==> src/rtl/gpio_bus_ctrl_pkg.sv <==
// rtl/gpio_bus_ctrl_pkg.sv - shared types and constants for the GPIO bus controller
package gpio_ctrl_pkg;

  typedef enum logic [2:0] {
    ST_IDLE     = 3'd0,
    ST_TURN_OUT = 3'd1,
    ST_STROBE   = 3'd2,
    ST_RELEASE  = 3'd3,
    ST_SETTLE   = 3'd4
  } state_e;

  localparam int REQ_CPU    = 0;
  localparam int REQ_MOTION = 1;
  localparam int N_REQ      = 2;
  localparam int DATA_W     = 32;

  localparam int DEF_TURN_CYCLES   = 2;
  localparam int DEF_STB_CYCLES    = 2;
  localparam int DEF_SETTLE_CYCLES = 2;
  localparam int DEF_CNT_W         = 8;

  // A programmed length of zero still yields a one-cycle phase.
  function automatic int eff_cycles(input int n);
    return (n == 0) ? 1 : n;
  endfunction

endpackage

==> src/rtl/gpio_bus_ctrl_if.sv <==
// rtl/gpio_bus_ctrl_if.sv - requester handshake and gpio_buf-side signals of the controller
interface gpio_bus_ctrl_if;
  import gpio_ctrl_pkg::*;

  logic [N_REQ-1:0]        req_valid;
  logic [N_REQ-1:0]        req_we;
  logic [N_REQ*DATA_W-1:0] req_data;
  logic [N_REQ-1:0]        req_ready;
  logic [N_REQ-1:0]        rsp_valid;
  logic [DATA_W-1:0]       rsp_data;
  logic                    gpio_oe;
  logic [DATA_W-1:0]       gpio_in;
  logic [DATA_W-1:0]       gpio_out;
  logic                    gpio_stb;
  logic                    busy;

  modport master (
    output req_valid, req_we, req_data, gpio_out,
    input  req_ready, rsp_valid, rsp_data, gpio_oe, gpio_in, gpio_stb, busy
  );

  modport slave (
    input  req_valid, req_we, req_data, gpio_out,
    output req_ready, rsp_valid, rsp_data, gpio_oe, gpio_in, gpio_stb, busy
  );

endinterface

==> src/rtl/gpio_bus_ctrl_rr_arb2.sv <==
// rtl/gpio_bus_ctrl_rr_arb2.sv - two-way round-robin arbiter, pointer moves to the loser on accept
module gpio_rr_arb2 (
  input  logic       clk_i,
  input  logic       reset_i,
  input  logic [1:0] valid_i,
  input  logic       accept_i,
  output logic [1:0] grant_o
);

  logic ptr_q, ptr_d;

  always_comb begin
    grant_o = 2'b00;
    case (valid_i)
      2'b01:   grant_o = 2'b01;
      2'b10:   grant_o = 2'b10;
      2'b11:   grant_o = ptr_q ? 2'b10 : 2'b01;
      default: grant_o = 2'b00;
    endcase
    ptr_d = ptr_q;
    if (accept_i) begin
      ptr_d = grant_o[0];
    end
  end

  always_ff @(posedge clk_i) begin
    if (reset_i) begin
      ptr_q <= 1'b0;
    end else begin
      ptr_q <= ptr_d;
    end
  end

endmodule

==> src/rtl/gpio_bus_ctrl.sv <==
// rtl/gpio_bus_ctrl.sv - sequences the shared GPIO bus between two requesters
// Optional GPIO_CTRL_KEEP_DIR_EN keeps the bus driven across consecutive writes.
module gpio_bus_ctrl
  import gpio_ctrl_pkg::*;
#(
  parameter int TURN_CYCLES   = DEF_TURN_CYCLES,
  parameter int STB_CYCLES    = DEF_STB_CYCLES,
  parameter int SETTLE_CYCLES = DEF_SETTLE_CYCLES,
  parameter int CNT_W         = DEF_CNT_W
) (
  input  logic            clk,
  input  logic            reset,
  gpio_bus_ctrl_if.slave  bus
);

  localparam logic [CNT_W-1:0] TURN_LD   = CNT_W'(eff_cycles(TURN_CYCLES) - 1);
  localparam logic [CNT_W-1:0] STB_LD    = CNT_W'(eff_cycles(STB_CYCLES) - 1);
  localparam logic [CNT_W-1:0] SETTLE_LD = CNT_W'(eff_cycles(SETTLE_CYCLES) - 1);

`ifdef GPIO_CTRL_KEEP_DIR_EN
  localparam bit KEEP_DIR = 1'b1;
`else
  localparam bit KEEP_DIR = 1'b0;
`endif

  state_e            state_q;
  logic [CNT_W-1:0]  cnt_q;
  logic              owner_q;
  logic [DATA_W-1:0] gin_q;
  logic              oe_q;
  logic              stb_q;
  logic [N_REQ-1:0]  rsp_valid_q;
  logic [DATA_W-1:0] rsp_data_q;

  logic              cnt_zero;
  logic              accept_win;
  logic [N_REQ-1:0]  arb_valid;
  logic [N_REQ-1:0]  grant;
  logic [N_REQ-1:0]  ready;
  logic              accept;
  logic              acc_idx;
  logic              acc_we;
  logic [DATA_W-1:0] acc_data;

  assign cnt_zero = (cnt_q == '0);

  // Outside IDLE only the last strobe cycle may accept, and only a write.
  assign accept_win = (state_q == ST_IDLE) ||
                      (KEEP_DIR && (state_q == ST_STROBE) && cnt_zero);
  assign arb_valid  = (state_q == ST_IDLE) ? bus.req_valid
                                           : (bus.req_valid & bus.req_we);

  gpio_rr_arb2 u_arb (
    .clk_i    (clk),
    .reset_i  (reset),
    .valid_i  (arb_valid),
    .accept_i (accept),
    .grant_o  (grant)
  );

  assign ready    = grant & {N_REQ{accept_win}};
  assign accept   = |ready;
  assign acc_idx  = ready[REQ_MOTION];
  assign acc_we   = acc_idx ? bus.req_we[REQ_MOTION] : bus.req_we[REQ_CPU];
  assign acc_data = acc_idx ? bus.req_data[2*DATA_W-1:DATA_W] : bus.req_data[DATA_W-1:0];

  always_ff @(posedge clk) begin
    if (reset) begin
      state_q     <= ST_IDLE;
      cnt_q       <= '0;
      owner_q     <= 1'b0;
      gin_q       <= '0;
      oe_q        <= 1'b0;
      stb_q       <= 1'b0;
      rsp_valid_q <= '0;
      rsp_data_q  <= '0;
    end else begin
      rsp_valid_q <= '0;
      unique case (state_q)
        ST_IDLE: begin
          if (accept) begin
            owner_q <= acc_idx;
            if (acc_we) begin
              gin_q   <= acc_data;
              oe_q    <= 1'b1;
              state_q <= ST_TURN_OUT;
              cnt_q   <= TURN_LD;
            end else begin
              state_q <= ST_SETTLE;
              cnt_q   <= SETTLE_LD;
            end
          end
        end
        ST_TURN_OUT: begin
          if (cnt_zero) begin
            state_q <= ST_STROBE;
            cnt_q   <= STB_LD;
            stb_q   <= 1'b1;
          end else begin
            cnt_q <= cnt_q - 1'b1;
          end
        end
        ST_STROBE: begin
          if (cnt_zero) begin
            stb_q <= 1'b0;
            if (KEEP_DIR) begin
              rsp_valid_q[owner_q] <= 1'b1;
              rsp_data_q           <= '0;
            end
            if (accept) begin
              // Bus stays driven; one strobe-low cycle presents the new data first.
              owner_q <= acc_idx;
              gin_q   <= acc_data;
              state_q <= ST_TURN_OUT;
              cnt_q   <= '0;
            end else begin
              oe_q    <= 1'b0;
              state_q <= ST_RELEASE;
              cnt_q   <= TURN_LD;
            end
          end else begin
            cnt_q <= cnt_q - 1'b1;
          end
        end
        ST_RELEASE: begin
          if (cnt_zero) begin
            state_q <= ST_IDLE;
            if (!KEEP_DIR) begin
              rsp_valid_q[owner_q] <= 1'b1;
              rsp_data_q           <= '0;
            end
          end else begin
            cnt_q <= cnt_q - 1'b1;
          end
        end
        ST_SETTLE: begin
          if (cnt_zero) begin
            state_q              <= ST_IDLE;
            rsp_valid_q[owner_q] <= 1'b1;
            rsp_data_q           <= bus.gpio_out;
          end else begin
            cnt_q <= cnt_q - 1'b1;
          end
        end
        default: state_q <= ST_IDLE;
      endcase
    end
  end

  assign bus.req_ready = ready;
  assign bus.rsp_valid = rsp_valid_q;
  assign bus.rsp_data  = rsp_data_q;
  assign bus.gpio_oe   = oe_q;
  assign bus.gpio_in   = gin_q;
  assign bus.gpio_stb  = stb_q;
  assign bus.busy      = (state_q != ST_IDLE);

endmodule

==> src/flat_wrapper.sv <==
// flat-port wrapper written by rule: the top's interface ports become plain ports
module gpio_bus_ctrl_flat import gpio_ctrl_pkg::*;
#(
  parameter int TURN_CYCLES   = DEF_TURN_CYCLES,
  parameter int STB_CYCLES    = DEF_STB_CYCLES,
  parameter int SETTLE_CYCLES = DEF_SETTLE_CYCLES,
  parameter int CNT_W         = DEF_CNT_W
)
  (clk, reset, bus_req_valid, bus_req_we, bus_req_data, bus_gpio_out, bus_req_ready, bus_rsp_valid, bus_rsp_data, bus_gpio_oe, bus_gpio_in, bus_gpio_stb, bus_busy);
  gpio_bus_ctrl_if bus_i ();
  input  logic clk;
  input  logic reset;
  input wire logic [$bits(bus_i.req_valid)-1:0] bus_req_valid;
  input wire logic [$bits(bus_i.req_we)-1:0] bus_req_we;
  input wire logic [$bits(bus_i.req_data)-1:0] bus_req_data;
  input wire logic [$bits(bus_i.gpio_out)-1:0] bus_gpio_out;
  output wire logic [$bits(bus_i.req_ready)-1:0] bus_req_ready;
  output wire logic [$bits(bus_i.rsp_valid)-1:0] bus_rsp_valid;
  output wire logic [$bits(bus_i.rsp_data)-1:0] bus_rsp_data;
  output wire logic [$bits(bus_i.gpio_oe)-1:0] bus_gpio_oe;
  output wire logic [$bits(bus_i.gpio_in)-1:0] bus_gpio_in;
  output wire logic [$bits(bus_i.gpio_stb)-1:0] bus_gpio_stb;
  output wire logic [$bits(bus_i.busy)-1:0] bus_busy;
  assign bus_i.req_valid = bus_req_valid;
  assign bus_i.req_we = bus_req_we;
  assign bus_i.req_data = bus_req_data;
  assign bus_i.gpio_out = bus_gpio_out;
  assign bus_req_ready = bus_i.req_ready;
  assign bus_rsp_valid = bus_i.rsp_valid;
  assign bus_rsp_data = bus_i.rsp_data;
  assign bus_gpio_oe = bus_i.gpio_oe;
  assign bus_gpio_in = bus_i.gpio_in;
  assign bus_gpio_stb = bus_i.gpio_stb;
  assign bus_busy = bus_i.busy;
  gpio_bus_ctrl #(.TURN_CYCLES(TURN_CYCLES), .STB_CYCLES(STB_CYCLES), .SETTLE_CYCLES(SETTLE_CYCLES), .CNT_W(CNT_W)) u_core (.clk(clk), .reset(reset), .bus(bus_i));
endmodule
==> config.mk <==
export PLATFORM = sky130hd
export DESIGN_NAME = gpio_bus_ctrl_flat
export DESIGN_NICKNAME = d
export VERILOG_FILES = /design/src/rtl/gpio_bus_ctrl_pkg.sv /design/src/rtl/gpio_bus_ctrl_if.sv /design/src/rtl/gpio_bus_ctrl_rr_arb2.sv /design/src/rtl/gpio_bus_ctrl.sv /design/src/flat_wrapper.sv
export SDC_FILE = /design/constraint.sdc
export NUM_CORES = 1
export LEC_CHECK = 0
export ABC_AREA = 1
export BUFFER_PORTS_ARGS = -buffer_cell sky130_fd_sc_hd__clkbuf_2
export CORE_ASPECT_RATIO = 1.2
export CORE_UTILIZATION = 51
export CTS_CLUSTER_DIAMETER = 80
export DETAILED_ROUTE_END_ITERATION = 12
export PLACE_DENSITY = 0.95
export SKIP_CTS_REPAIR_TIMING = 1
export SYNTH_ARGS = -nofsm -noshare
export SYNTH_HDL_FRONTEND = slang
export SYNTH_HIERARCHICAL = 1
export SYNTH_SLANG_ARGS = --single-unit
==> constraint.sdc <==
create_clock -name clk -period 3.9 [get_ports clk]
set_input_delay 0.78 -clock clk [delete_from_list [all_inputs] [get_ports clk]]
set_output_delay 0.78 -clock clk [all_outputs]
set_load 0.1 [all_outputs]
==> metrics.yaml <==
status:
  status: "complete, no violations"
floorplanning:
  fp.dieW_um: 80.5
  dieHeight_um: 96.2
  start_util: 0.540
  rows: 33
  num_io_pins: 173
  die_area_sq_um: 7740
  coreArea_sq_um: 6980
detailed_routing:
  drt_iter0_drc: 154
  drt_wl_total_mm: 9.10
  drc: 0
  vias_per_cell: 4.77
  postRouteAntennaNets: 0
  wire_per_inst_um: 10.7
  vias: 4046
  dr.pass1.iters: 4
clocking:
  ctsRootBufferMaster: "clkbuf_8"
  clock_latency_ns: 0.33
  clock_sinks: 81
  cts_buffer_depth: 2
  numCtsBuffers: 9
  cts_tree: "done"
  cts.reportedPaths.clkPinSlew_ns: 0.07
  cts_max_level: 3
critical_path:
  worstSetupPathType: "flip-flop to primary output"
  arrival_ns: 2.37
  required_ns: 3.12
  start_kind: "flip-flop"
  crit_fanout: 35
  end_kind: "primary output"
logic_synthesis:
  synth-seq-cells: 81
  yosysSeqAreaShare: 0.430
  ys_async_sr_fraction: 0
  postSynthCellCount: 596
  synth-compound-area-share: 0.0844
  synth.largest_area_cell: "dfxtp_1"
  synth.top_cell.area_share: 0.430
  synthTopCellsByCount: "nand2_1 (262), nor2_1 (87), dfxtp_1 (81)"
  synthTopCellsByArea: "dfxtp_1 (43%), nand2_1 (26%), nor2_1 (8.7%)"
  ys_warn_count: 6
  yosysMostFrequentCell: "nand2_1"
  syn_area_per_cell_sq_um: 6.32
  synth_edf_count: 0
  synth_top_family_by_area: "simple AND/OR/NAND/NOR gates"
  synth-xor-area-share: 0
  synth.distinct_cells: 27
  synthMuxAreaShare: 0
  synthAdderAreaFrac: 0.00332
  syn-cell-area_sq_um: 3770
  synthSimpleGateAreaFrac: 0.382
  ys.flop_type: "dfxtp_1"
  synthesis.nets: 699
placed_design:
  dp.cells: 834
  place_congestion: 0.807
  pre_cts_ws_ns: 0.762
  port_buffers: 172
  hpwlAfterDp_mm: 6.93
grt:
  grt_usage: 0.238
  overflow: 0
  antenna_found_initial: 0
  grt_max_degree: 43
  grt_pass1_wl_mm: 14.6
  grt_pass1_vias: 3673
timing:
  max_freq_mhz: 318
  rsz0062_at_grt: "no"
  finClkSkew_ns: 0.00825
  slew_viol_final: 0
  fin_setup_tns_ns: 0
  finalHoldViolCount: 0
  worstMarginPinSlew_ns: 0.916
  fin_hold_ws_ns: 0.454
  worst_slack_ns: 0.754
  period_minus_slack_ns: 3.15
  finalSetupViolCount: 0
  slew-limit-headroom: 0.389
  min_period_over_period: 0.807
power_and_ir_drop:
  p_leak_nw: 2.69
  ir_drop_uv: 631
  powerDensity_nw_per_um2: 831
finish:
  syn2layout_area_growth_pct: 27.8
  ff_latch_area_sq_um: 1620
  multi_input_area_sq_um: 1770
  num_antenna_cells: 0
  final_layout_size_suffix_gt1_frac: 0.264
  fillers: 589
  finalNetCount: 861
  stdcell_count: 848
hold_path:
  hp-class: "flip-flop to flip-flop"
job:
  cap_viol_max_count: 0
## path summary, 6_finish.rpt
check               startpoint                      end  slack (ns)  cells after the start
max          u_core/state_q[0]         bus_req_ready[1]        0.75                      9
min             u_core/owner_q  u_core/bus.rsp_valid[0]        0.45                      1
max reg2reg  u_core/state_q[0]   u_core/bus.gpio_in[17]        0.86                     12
min reg2reg     u_core/owner_q  u_core/bus.rsp_valid[0]        0.45                      1
## worst max-delay path: stages, from the launching register on
cell and delay, ns:
dfxtp_1 0.40, nor2_4 0.20, nand2_4 0.11, inv_4 0.11, o21a_1 0.13, a21boi_0 0.40, nand2_4 0.08, buf_4 0.25
inv_1 0.15, buf_12 0.18
## state kept, by name (all words and copies together) (netlist names)
name,count
u_core/state_q,3
u_core/bus.rsp_data,32
u_core/bus.rsp_valid,2
u_core/u_arb/ptr_q,1
u_core/bus.gpio_stb,1
u_core/bus.gpio_oe,1
u_core/bus.gpio_in,32
u_core/owner_q,1
u_core/cnt_q,8
## layout by cell type, fill, tap and decap left out
master     instances
nand2_4            2
a21oi_2            1
clkinv_4           1
nand2_2            2
clkinv_2           2
nor3_1             2
ha_1               1
clkbuf_8          10
clkinv_1           1
nand4_1            3
a21oi_1           43
inv_1             58
a21boi_0           2
nor2_2             1
nor3b_1            1
inv_4              1
buf_12             1
clkbuf_2         171
o2111ai_4          1
clkbuf_1           1
nor2_4             1
or2_0              1
dfxtp_1           81
nand3_1            7
nor2_1            87
buf_4              6
o21a_1             1
nand2_1          262
inv_2              1
o21ai_0            9
## final cells by class
class,count,area share
Clock buffer,11,0.0294
Multi-Input combinational cell,427,0.368
Timing Repair Buffer,178,0.191
Clock inverter,3,0.00390
Sequential cell,81,0.337
Tap cell,87,0.0226
Inverter,61,0.0481
## cells by family (layout without fill, tap and decap cells)
family	Yosys count	after routing
AOI/OAI and AO/OA	57	57
and+or+nand+nor	369	369
buffers and inverters	88	253
DFF	81	81
adders and majority gates	1	1
## report_power, final
group | internal, mW | switching, mW
Clock | 0.241 | 0.274
Combinational | 0.464 | 1.89
Sequential | 1.01 | 0.116
## routing by layer
metal  vias up  global-route usage  routed length, um
met3        19              0.0483                509
met4         0               0.112                195
met1      1763               0.235               3600
met2       145               0.468               4790
met5         -                   0                  0
li1       2119                   -                  -
## through the flow
step | utilization | power [mW] | instance area (sq um)
final | 0.690 | 4.00 | 4810
after global routing | 0.690 | 4.25 | 4810
after floorplan | - | 3.12 | 3770
after CTS | 0.690 | 4.02 | 4810
after global placement | 0.667 | 3.43 | 4650
after detailed placement | 0.667 | 3.49 | 4650
No activity file was read; power rests on OpenSTA's default activity.
